`config.mk`:
```
export PLATFORM = sky130hd
export DESIGN_NAME = debounce_front
export DESIGN_NICKNAME = d
export VERILOG_FILES = /design/src/rtl/debounce_pkg.sv /design/src/rtl/sync2.sv /design/src/rtl/debounce_front.sv
export SDC_FILE = /design/constraint.sdc
export NUM_CORES = 1
export LEC_CHECK = 0
export CAP_MARGIN = 20
export CELL_PAD_IN_SITES_DETAIL_PLACEMENT = 1
export CELL_PAD_IN_SITES_GLOBAL_PLACEMENT = 1
export CORE_UTILIZATION = 38
export CTS_CLUSTER_DIAMETER = 100
export DETAILED_ROUTE_END_ITERATION = 10
export GPL_TIMING_DRIVEN = 0
export PLACE_DENSITY = 0.74
export SYNTH_ARGS = -nofsm -noshare
export SYNTH_HDL_FRONTEND = slang
export SYNTH_SLANG_ARGS = --single-unit
```
`constraint.sdc`:
```
create_clock -name _clock -period 1.7 [get_ports _clock]
set_input_delay 0.34 -clock _clock [delete_from_list [all_inputs] [get_ports _clock]]
set_output_delay 0.34 -clock _clock [all_outputs]
set_load 0.1 [all_outputs]
```
`src/rtl/debounce_pkg.sv`:
```
// Shared state encoding and default qualification length for the debounce front end.
package debounce_pkg;

    typedef enum logic [1:0] {
        LOW       = 2'd0,
        WAIT_HIGH = 2'd1,
        HIGH      = 2'd2,
        WAIT_LOW  = 2'd3
    } db_state_e;

    localparam int DEBOUNCE_CYCLES_DEFAULT = 4;

endpackage

```
`src/rtl/sync2.sv`:
```
// Two-flop synchronizer for a single asynchronous bit; both stages clear on reset.
module sync2 (
    input  logic _clock,
    input  logic _reset,
    input  logic d_i,
    output logic q_o
);

    logic meta_q;
    logic sync_q;

    always_ff @(posedge _clock) begin
        if (_reset) begin
            meta_q <= 1'b0;
            sync_q <= 1'b0;
        end else begin
            meta_q <= d_i;
            sync_q <= meta_q;
        end
    end

    assign q_o = sync_q;

endmodule

```
`src/rtl/debounce_front.sv`:
```
// Level debouncer: a new raw level is accepted after DEBOUNCE_CYCLES consecutive samples.
// Define DEBOUNCE_FRONT_SYNC_EN to put a two-flop synchronizer (sync2) ahead of the FSM.
module debounce_front
    import debounce_pkg::*;
#(
    parameter int DEBOUNCE_CYCLES = DEBOUNCE_CYCLES_DEFAULT,
    parameter int CNT_W           = 8
) (
    input  logic       _clock,
    input  logic       _reset,
    input  logic       raw,
    output logic       level,
    output logic       rise,
    output logic       fall,
    output logic [1:0] state
);

    localparam logic [CNT_W-1:0] CNT_ONE  = CNT_W'(1);
    localparam logic [CNT_W-1:0] LAST_CNT = CNT_W'(DEBOUNCE_CYCLES - 1);

    logic raw_s;

`ifdef DEBOUNCE_FRONT_SYNC_EN
    sync2 u_sync2 (
        ._clock (_clock),
        ._reset (_reset),
        .d_i    (raw),
        .q_o    (raw_s)
    );
`else
    assign raw_s = raw;
`endif

    db_state_e        state_q, state_d;
    logic [CNT_W-1:0] cnt_q,   cnt_d;
    logic             level_q, level_d;
    logic             rise_q,  rise_d;
    logic             fall_q,  fall_d;

    // NOTE: sequential state uses non-blocking assignments so every register samples pre-edge values.
    always_ff @(posedge _clock) begin
        if (_reset) begin
            state_q <= LOW;
            cnt_q   <= '0;
            level_q <= 1'b0;
            rise_q  <= 1'b0;
            fall_q  <= 1'b0;
        end else begin
            state_q <= state_d;
            cnt_q   <= cnt_d;
            level_q <= level_d;
            rise_q  <= rise_d;
            fall_q  <= fall_d;
        end
    end

    // NOTE: every output of this block gets a default first, so no path can infer a latch.
    always_comb begin
        state_d = state_q;
        cnt_d   = '0;
        level_d = level_q;
        rise_d  = 1'b0;
        fall_d  = 1'b0;
        unique case (state_q)
            LOW: begin
                if (raw_s) begin
                    state_d = WAIT_HIGH;
                    cnt_d   = CNT_ONE;
                end
            end
            WAIT_HIGH: begin
                if (!raw_s) begin
                    state_d = LOW;
                end else if (cnt_q == LAST_CNT) begin
                    state_d = HIGH;
                    level_d = 1'b1;
                    rise_d  = 1'b1;
                end else begin
                    cnt_d = cnt_q + CNT_ONE;
                end
            end
            HIGH: begin
                if (!raw_s) begin
                    state_d = WAIT_LOW;
                    cnt_d   = CNT_ONE;
                end
            end
            WAIT_LOW: begin
                if (raw_s) begin
                    state_d = HIGH;
                end else if (cnt_q == LAST_CNT) begin
                    state_d = LOW;
                    level_d = 1'b0;
                    fall_d  = 1'b1;
                end else begin
                    cnt_d = cnt_q + CNT_ONE;
                end
            end
            default: state_d = LOW;
        endcase
    end

    assign level = level_q;
    assign rise  = rise_q;
    assign fall  = fall_q;
    assign state = state_q;

endmodule
```
==> results.md <==
- Mapped Area: about 570 um2
- Final nets: 77
- CTS tree: yes
- CP Max Fanout: 6
- Setup Viol. Count Final: 0
- Dpl cells: 84
- Rel. slew slack: 0.637
- Core Rows: 13
- RSZ-0062 raised after global routing: no
- Critical Path, Cell by Cell: clkdlybuf4s15_2
- Fin crit period: around 1600 ps
- Clock Skew: 4.56 ps
- LEAKAGE: ~0.24 nW
- Worst Path Required: ~1400 ps
- IR drop worst, VDD: roughly 0.38 mV
- Post-Synthesis Cells: 62
- Sequential cell area fraction in the yosys report: 0.458
- Core Box Area: between 0.001 and 0.0015 mm2
- CTS HTree Levels: 1
- Cell area power density: approximately 760 mW/mm2
- Syn avg cell area: about 9.2 um2
- Layout Utilization: 0.513
- Gr usage total: 0.205
- Drt pass-1 iters: 4
- DRT iter0 DRCs: 1
- DIE HEIGHT: 40.7 um
- Max-slew violation count: 0
- Arrival time at the worst endpoint: between 1000 and 1500 ps
- Status: finished, final reports clean
- Crit share post-route: 0.921
- WL final: 1190 um
- Ys Warns: 0
- Die W: 40.7 um
- I/O Pins: 8
- Initial antenna violation count: 0
- Syn Nets: 66
- Critical path startpoint category: flop
- Hpwl dp: around 900 um
- Vias/cell: ~5.5
- Final Hold Vio Count: 0
- Clock transition at path regs: approximately 80 ps
- Maxcap violations: 0
- Max stage delay on crit path: 570 ps
- DRC viols: 0
- Clk root buf: clkbuf_4
- Count of cell types in the netlist: 28
- Placed cell areas: between 600 and 700 um2
- CP delay by family, top: buffers and inverters
- Worst skew pair latency: 270 ps
- Post-route setup TNS: 0 ps
- Initial Utilization: 0.421
- Largest net degree at the start of global routing: 8
- PnR Total Power: between 0.0005 and 0.0006 W
- Vias: 479
- Antenna cells: 0
- Routed len/inst: around 14 um
- Hold crit path type: reg -> reg
- Port Buf Inserts: 7
- Area of the die: approximately 0.0017 mm2
- Routability cong.: 0.719
- Clock tree buffer depth: 2
- CP endpoint kind: output pin
- Finished Layout Cells: 87
- Grt total ovfl: 0
- Synthesis-to-finish area growth: 22.0%
- Crit-path slowest cell: clkdlybuf4s15_2
- Num CTS Buffers: 3
- Layout cells sized above 1: 0.222
- First-pass GRT wire length: approximately 2200 um
- Fillcell total: 160
- Fmax: roughly 640 MHz
- Design Area, Final: about 690 um2
- Number of global-route vias before repair: just under 500
- Critical path type: reg -> out
- Clock sink count: 13
- Setup Buffers After CTS: 0
- Slew @ Worst Pin: roughly 550 ps
- FF+latch count, synth: 13
- Buf/Inv on CP: 1
- Antenna-violating nets left: 0
## per-stage QoR
| step | setup WS [ps] | hold slack, ps |
|---|---|---|
| after global placement | -131 | 461 |
| after detailed placement | -140 | 472 |
| after floorplan | 269 | 402 |
| final | 135 | 482 |
| after global routing | 50.2 | 518 |
| after CTS | 89.2 | 487 |
## sequential cells by signal, summed over array words and instances, names as in the netlist, named ones only
name and flops:
cnt_q 8, fall 1, level 1, rise 1, state 1
## cells by family after synthesis
logic type | after synthesis | share of synthesized area
compound gates | 12 | 0.126
simple gates | 28 | 0.304
buf+inv | 4 | 0.0286
flops | 13 | 0.458
xor+xnor | 4 | 0.0617
fa+ha+maj | 1 | 0.0220
## cells in the final DEF (no fill, tap or decap), types with 3 or more instances in the layout
| cell type | instances |
|---|---|
| nand3_1 | 5 |
| nand2_1 | 3 |
| clkdlybuf4s15_2 | 5 |
| nor2_1 | 3 |
| xor2_1 | 3 |
| a21oi_1 | 3 |
| clkbuf_4 | 3 |
| o21ai_0 | 4 |
| a211oi_1 | 3 |
| dfxtp_1 | 11 |
## layout make-up
| class | instances | area (um2) | area share |
|---|---|---|---|
| plain buffers | 1 | 5.00 | 0.00722 |
| clock buffers | 4 | 26.3 | 0.0379 |
| inverters | 2 | 7.51 | 0.0108 |
| multi-input cells | 45 | 297 | 0.428 |
| flip-flops and latches | 13 | 263 | 0.379 |
| well taps | 15 | 18.8 | 0.0271 |
| repair buffers | 7 | 76.3 | 0.110 |
## Yosys cell counts
| cell type | instances | area [um2] |
|---|---|---|
| a211oi_1 | 3 | 22.5 |
| a21o_1 | 1 | 7.51 |
| a21oi_1 | 3 | 15.0 |
| and2_1 | 1 | 6.26 |
| buf_2 | 1 | 5.00 |
| clkbuf_1 | 1 | 3.75 |
| dfxtp_1 | 13 | 260 |
| ha_1 | 1 | 12.5 |
| inv_1 | 2 | 7.51 |
| nand2_1 | 3 | 11.3 |
| nand2b_1 | 1 | 6.26 |
| nand3_1 | 5 | 25.0 |
| nand3b_1 | 1 | 7.51 |
| nand4_1 | 2 | 12.5 |
| nand4bb_1 | 1 | 11.3 |
| nor2_1 | 3 | 11.3 |
| nor3_1 | 2 | 10.0 |
| nor3_2 | 1 | 10.0 |
| nor3b_1 | 2 | 15.0 |
| nor4_1 | 1 | 6.26 |
| o21ai_0 | 4 | 20.0 |
| o22ai_1 | 1 | 6.26 |
| or2_4 | 1 | 8.76 |
| or3_1 | 2 | 12.5 |
| or3_2 | 1 | 7.51 |
| or4_4 | 1 | 11.3 |
| xnor2_1 | 1 | 8.76 |
| xor2_1 | 3 | 26.3 |
## where the power goes
part | switching, W | internal, W
Sequential | 0.00000393 | 0.000307
Clock | 0.0000961 | 0.0000910
Combinational | 0.0000192 | 0.0000101
## what timing repair did
| item | in CTS | in global routing |
|---|---|---|
| hold buffers | 0 | 0 |
| pin swaps | 0 | 0 |
| endpoints found under the setup margin | 6 | 6 |
| resized for setup | 16 | 0 |
## worst register-to-register path, cell delays in order (launching register included)
cell     delay [ps]
dfxtp_1         400
ha_1            280
nor3b_2         260
and2_1          320
a21oi_1         110
## layer usage
layer	track usage	routed length [um]
met1	0.260	625
met2	0.310	508
met3	0.0978	46
met4	0.0500	10
met5	0	0
## path summary, 6_finish.rpt
kind,end,startpoint,cells after the start,slack (ps)
setup / recovery,state[0],state[0],1,130
setup reg to reg,state[0],cnt_q[0],4,220
hold / removal,state[0],state[0],1,480
hold reg to reg,state[0],state[0],1,480
Note: power is estimated with default switching activity, not from simulation.
